[src/rtl/mult_arbiter.sv]
// Two-port round-robin arbiter/sequencer in front of a shared shift-add multiplier.
// Buffers one request per port, drives the start pulse, returns products with a one-cycle Ack.
module mult_arbiter #(
    parameter int WIDTH        = 16,
    parameter int START_CYCLES = 2,
    parameter int TIMEOUT      = 64
) (
    input  logic                 Clk,
    input  logic                 Reset,
    input  logic                 Req0,
    input  logic [WIDTH-1:0]     A0,
    input  logic [WIDTH-1:0]     B0,
    output logic                 Busy0,
    output logic                 Ack0,
    output logic [2*WIDTH-1:0]   Prod0,
    output logic                 Err0,
    input  logic                 Req1,
    input  logic [WIDTH-1:0]     A1,
    input  logic [WIDTH-1:0]     B1,
    output logic                 Busy1,
    output logic                 Ack1,
    output logic [2*WIDTH-1:0]   Prod1,
    output logic                 Err1,
    output logic                 Mul_St,
    output logic [WIDTH-1:0]     Mul_A,
    output logic [WIDTH-1:0]     Mul_B,
    input  logic                 Mul_Idle,
    input  logic                 Mul_Done,
    input  logic [2*WIDTH-1:0]   Mul_Produto,
    output logic                 Owner,
    output logic                 Active
);
    localparam int CMAX = (TIMEOUT > START_CYCLES) ? TIMEOUT : START_CYCLES;
    localparam int CW   = (CMAX > 1) ? $clog2(CMAX) : 1;

    typedef enum logic [1:0] {S_IDLE, S_ISSUE, S_WAIT, S_RESP} state_t;

    state_t             state_q, state_d;
    logic [CW-1:0]      cnt_q, cnt_d;
    logic               owner_q, owner_d;
    logic               last_q, last_d;
    logic               pend0_q, pend0_d, pend1_q, pend1_d;
    logic [WIDTH-1:0]   a0_q, a0_d, b0_q, b0_d, a1_q, a1_d, b1_q, b1_d;
    logic [WIDTH-1:0]   mula_q, mula_d, mulb_q, mulb_d;
    logic [2*WIDTH-1:0] prod0_q, prod0_d, prod1_q, prod1_d;
    logic               err0_q, err0_d, err1_q, err1_d;
    logic               grant, rel0, rel1;

    always_ff @(posedge Clk) begin
        if (Reset) begin
            state_q <= S_IDLE;
            cnt_q   <= '0;
            owner_q <= 1'b0;
            last_q  <= 1'b1;
            pend0_q <= 1'b0;
            pend1_q <= 1'b0;
            a0_q    <= '0;
            b0_q    <= '0;
            a1_q    <= '0;
            b1_q    <= '0;
            mula_q  <= '0;
            mulb_q  <= '0;
            prod0_q <= '0;
            prod1_q <= '0;
            err0_q  <= 1'b0;
            err1_q  <= 1'b0;
        end else begin
            state_q <= state_d;
            cnt_q   <= cnt_d;
            owner_q <= owner_d;
            last_q  <= last_d;
            pend0_q <= pend0_d;
            pend1_q <= pend1_d;
            a0_q    <= a0_d;
            b0_q    <= b0_d;
            a1_q    <= a1_d;
            b1_q    <= b1_d;
            mula_q  <= mula_d;
            mulb_q  <= mulb_d;
            prod0_q <= prod0_d;
            prod1_q <= prod1_d;
            err0_q  <= err0_d;
            err1_q  <= err1_d;
        end
    end

    always_comb begin
        state_d = state_q;
        cnt_d   = cnt_q;
        owner_d = owner_q;
        last_d  = last_q;
        pend0_d = pend0_q;
        pend1_d = pend1_q;
        a0_d    = a0_q;
        b0_d    = b0_q;
        a1_d    = a1_q;
        b1_d    = b1_q;
        mula_d  = mula_q;
        mulb_d  = mulb_q;
        prod0_d = prod0_q;
        prod1_d = prod1_q;
        err0_d  = err0_q;
        err1_d  = err1_q;

        // With both pending the port that was not served last wins.
        grant = (pend0_q && pend1_q) ? ~last_q : pend1_q;
        rel0  = (state_q == S_RESP) && !owner_q;
        rel1  = (state_q == S_RESP) && owner_q;

        case (state_q)
            S_IDLE: begin
                if ((pend0_q || pend1_q) && Mul_Idle) begin
                    state_d = S_ISSUE;
                    owner_d = grant;
                    cnt_d   = '0;
                    mula_d  = grant ? a1_q : a0_q;
                    mulb_d  = grant ? b1_q : b0_q;
                end
            end
            S_ISSUE: begin
                if (cnt_q == CW'(START_CYCLES - 1)) begin
                    state_d = S_WAIT;
                    cnt_d   = '0;
                end else begin
                    cnt_d = cnt_q + 1'b1;
                end
            end
            S_WAIT: begin
                cnt_d = cnt_q + 1'b1;
                if (Mul_Done) begin
                    state_d = S_RESP;
                    if (owner_q) begin
                        prod1_d = Mul_Produto;
                        err1_d  = 1'b0;
                    end else begin
                        prod0_d = Mul_Produto;
                        err0_d  = 1'b0;
                    end
                end else if (cnt_q == CW'(TIMEOUT - 1)) begin
                    state_d = S_RESP;
                    if (owner_q) begin
                        prod1_d = '0;
                        err1_d  = 1'b1;
                    end else begin
                        prod0_d = '0;
                        err0_d  = 1'b1;
                    end
                end
            end
            S_RESP: begin
                last_d  = owner_q;
                state_d = S_IDLE;
            end
            default: state_d = S_IDLE;
        endcase

        // The owner's slot frees at the end of RESP, so a Req in that cycle refills it.
        if (Req0 && (!pend0_q || rel0)) begin
            pend0_d = 1'b1;
            a0_d    = A0;
            b0_d    = B0;
        end else if (rel0) begin
            pend0_d = 1'b0;
        end
        if (Req1 && (!pend1_q || rel1)) begin
            pend1_d = 1'b1;
            a1_d    = A1;
            b1_d    = B1;
        end else if (rel1) begin
            pend1_d = 1'b0;
        end
    end

    assign Busy0  = pend0_q;
    assign Busy1  = pend1_q;
    assign Ack0   = rel0;
    assign Ack1   = rel1;
    assign Prod0  = prod0_q;
    assign Prod1  = prod1_q;
    assign Err0   = err0_q;
    assign Err1   = err1_q;
    assign Mul_St = (state_q == S_ISSUE);
    assign Mul_A  = mula_q;
    assign Mul_B  = mulb_q;
    assign Owner  = owner_q;
    assign Active = (state_q != S_IDLE);

endmodule

[config.mk]
export PLATFORM = sky130hd
export DESIGN_NAME = mult_arbiter
export DESIGN_NICKNAME = d
export VERILOG_FILES = /design/src/rtl/mult_arbiter.sv
export SDC_FILE = /design/constraint.sdc
export NUM_CORES = 1
export LEC_CHECK = 0
export CAP_MARGIN = 20
export CORE_AREA = 2 2 122 124
export DETAILED_ROUTE_END_ITERATION = 8
export DIE_AREA = 0 0 124 126
export GPL_ROUTABILITY_DRIVEN = 0
export GPL_TIMING_DRIVEN = 0
export MAX_ROUTING_LAYER = met4
export PLACE_DENSITY = 0.85
export SYNTH_ARGS = -nofsm -noshare
export SYNTH_HDL_FRONTEND = slang
export SYNTH_SLANG_ARGS = --single-unit
[constraint.sdc]
create_clock -name Clk -period 4.7 [get_ports Clk]
set_input_delay 0.47 -clock Clk [delete_from_list [all_inputs] [get_ports Clk]]
set_output_delay 0.47 -clock Clk [all_outputs]
set_load 0.02 [all_outputs]
==> run_results.csv <==
group,metric,value,unit
power,finalPower,0.00411,W
yosys,synth.top_cell.area_share,47.6,%
yosys,yosysWarnings,0,
worst_setup_path,reg2reg_depth,8,
die,row_count,44,
worst_setup_path,critPathMaxFanout,6,
final_layout,fin_cells,1139,
sta,relSlewSlack,46.4,%
global_routing,grt_pass1_wl,30300,um
worst_setup_path,timing.rr.end,"Mul_A[7]",
worst_setup_path,critPathArrivalTime,1.93,ns
clock_tree,post_cts_buffers,0,
clock_tree,cts_tree,"done",
yosys,ys_seq_elements,174,
global_routing,gr-total-overflow,0,
worst_setup_path,cp-end-kind,"primary output",
die,start_util,51.1,%
worst_setup_path,startpoint,"state_q[0]",
hold_path,hp-class,"reg2reg",
clock_tree,cts_buffer_depth,2,
worst_setup_path,worstSetupEndpoint,"Active",
yosys,synth.net_count,827,
sta,fin_skew,0.00626,ns
final_layout,n_fill_cell,1124,
final_layout,diodes,0,
route,drt_wl_total,19100,um
yosys,syn_area_per_cell,10.2,um2
clock_tree,cts_repair_resize_count,0,
sta,setup_violations,0,
sta,period_needed,2.40,ns
final_layout,final_cell_mix,"clkdlybuf4s50_1 (204), dfxtp_1 (174), mux2i_1 (129), nand2_1 (70), nand2b_1 (68)",
worst_setup_path,rr_startpoint,"state_q[0]",
die,die-area,0.0156,mm2
power,leakagePower,4.06,nW
clock_tree,cts_buffers,17,
place,dp_hpwl,13800,um
yosys,yosys.area.top_type,"dfxtp_1",
worst_setup_path,critPathLaunchType,"flop",
route,post_drt_wl_per_cell,16.7,um
route,drtIter0Drc,241,
route,vias,5908,
run,drv_cap,0,
route,drtPass1Iterations,4,
sta,fmax,416,MHz
clock_tree,root_buffer,"clkbuf_16",
global_routing,grt_pass1_vias,6024,
die,die_w,124,um
final_layout,multi_input_area,0.00346,mm2
sta,hold_viol,0,
yosys,synth_area_leaders,"dfxtp_1 (48%), mux2i_1 (18%), nand2b_1 (5.8%), a211oi_2 (5.0%), nand2_1 (3.6%)",
global_routing,grt_max_degree,17,
place,portBuffers,204,
worst_setup_path,crit_required,4.23,ns
worst_setup_path,rrSetupSlack,2.91,ns
yosys,synth_area,0.00731,mm2
yosys,yosysUniqueCellTypes,35,
sta,fin_crit_sh,51.1,%
power,clkPwrFrac,35.6,%
sta,tightest_slew,0.804,ns
yosys,syn_inst,719,
power,p_per_area,403,mW/mm2
global_routing,grt_usage,25.7,%
die,coreArea,0.0143,mm2
final_layout,area_growth_syn_to_layout,39.5,%
clock_tree,clock_latency,0.43,ns
status,outcome,"completed",
power,power.switching,0.00119,W
clock_tree,cts.htree.levels,4,
power,share_seq_of_total_power,40.7,%
die,fp.dieH,126,um
power,cell_internal_pwr,0.00292,W
sta,fin_tns_setup,0,ns
final_layout,seqCellArea,0.00348,mm2
sta,final_max_slew_viol_count,0,
worst_setup_path,crit_type,"reg2out",
route,ant_nets,0,
clock_tree,hold_buffers,0,
clock_tree,clk_pin_slew,0.06,ns
global_routing,antenna_found_initial,0,
final_layout,final_nets,1050,
power,p_comb_share,23.8,%
power,swShare,28.9,%
final_layout,layout_commonest_cell,"clkdlybuf4s50_1",
sta,grt_setup_unrepaired,"no",
place,place_inst,1107,
route,vias_per_cell,5.19,
route,drc,0,
power,peakVddDrop,0.238,mV
clock_tree,clock-sinks,174,
final_layout,layout-drive-gt1-share,10.1,%
die,io_pins,207,
yosys,seq_area_frac_synth,47.6,%
[synthesized netlist by cell type]
library cell  number
dfxtp_1          174
mux2i_1          129
nand2_1           70
nand2b_1          68
nor2_1            67
a21oi_1           40
nand3b_1          32
a211oi_2          29
clkbuf_1          24
buf_6             14
buf_2             11
a211oi_1          10
inv_1              8
ha_1               6
xnor2_1            5
buf_4              4
nand3_1            4
a31oi_1            3
a21boi_1           2
a311oi_1           2
nand3_4            2
o21ai_1            2
a21boi_0           1
a21boi_4           1
a21oi_4            1
a221o_1            1
a31o_2             1
and3_1             1
buf_1              1
inv_2              1
nor3_1             1
nor4_1             1
o211ai_1           1
o211ai_4           1
o21ai_0            1
[worst min path at each step]
stage,from,to,slack [ns],cells past startpoint
after CTS,b1_q[15],b1_q[15],0.46,2
after detailed placement,b1_q[15],b1_q[15],0.45,2
final,b1_q[15],b1_q[15],0.46,2
after floorplan,a1_q[0],a1_q[0],0.44,2
after global placement,a1_q[11],a1_q[11],0.44,2
after global routing,a1_q[9],a1_q[9],0.47,2
[cell families after synthesis]
group,count (synthesis),synth area share [%]
simple gates,246,17.1
flops,174,47.6
mux,129,17.7
compound gates,96,10.9
buf+inv,63,5.07
fa+ha+maj,6,1.03
xor+xnor,5,0.599
[critical path: stages (launching register included)]
cell and delay (ns):
dfxtp_1 0.37, inv_1 0.09, ha_1 0.30, inv_1 0.13
clkdlybuf4s50_1 0.62
[flip-flops by register name (all words and copies together) (netlist names), 2 cells and up]
signal	count
b0_q	16
Mul_A	16
a1_q	16
state_q	2
Mul_B	16
b1_q	16
Prod1	32
Prod0	32
cnt_q	6
a0_q	16
[final cells by class]
cell class | count | area share, %
buffer | 54 | 3.30
tap | 184 | 2.26
sequential | 174 | 34.2
clock inverter | 12 | 1.56
inverter | 9 | 0.331
clock buffer | 20 | 4.48
timing repair buffer | 204 | 20.0
multi-input combinational | 482 | 33.9
[metrics by stage]
| stage | utilization, % | hold WS [ns] | area [um2] | worst slack [ns] |
|---|---|---|---|---|
| after global routing | 71.3 | 0.468 | 10200 | 2.24 |
| after global placement | 66.9 | 0.441 | 9580 | 2.72 |
| after detailed placement | 66.9 | 0.447 | 9580 | 2.65 |
| final | 71.3 | 0.455 | 10200 | 2.30 |
| after floorplan | - | 0.436 | 7310 | 3.14 |
| after CTS | 71.3 | 0.456 | 10200 | 2.26 |
[layer usage]
| metal | routed length (um) | global-route usage [%] |
|---|---|---|
| met2 | 9090 | 41.5 |
| met1 | 8300 | 30.9 |
| met3 | 1380 | 7.02 |
| met5 | 0 | - |
| met4 | 295 | 8.59 |
[power groups by stage]
stage                     logic (W)  clock network (W)  registers, W
after floorplan            0.000521                  0       0.00178
after global placement     0.000964                  0       0.00170
after detailed placement   0.000977                  0       0.00170
after CTS                  0.000986            0.00148       0.00167
after global routing        0.00106            0.00154       0.00168
final                      0.000978            0.00146       0.00167
Note: power is estimated with default switching activity, not from simulation.
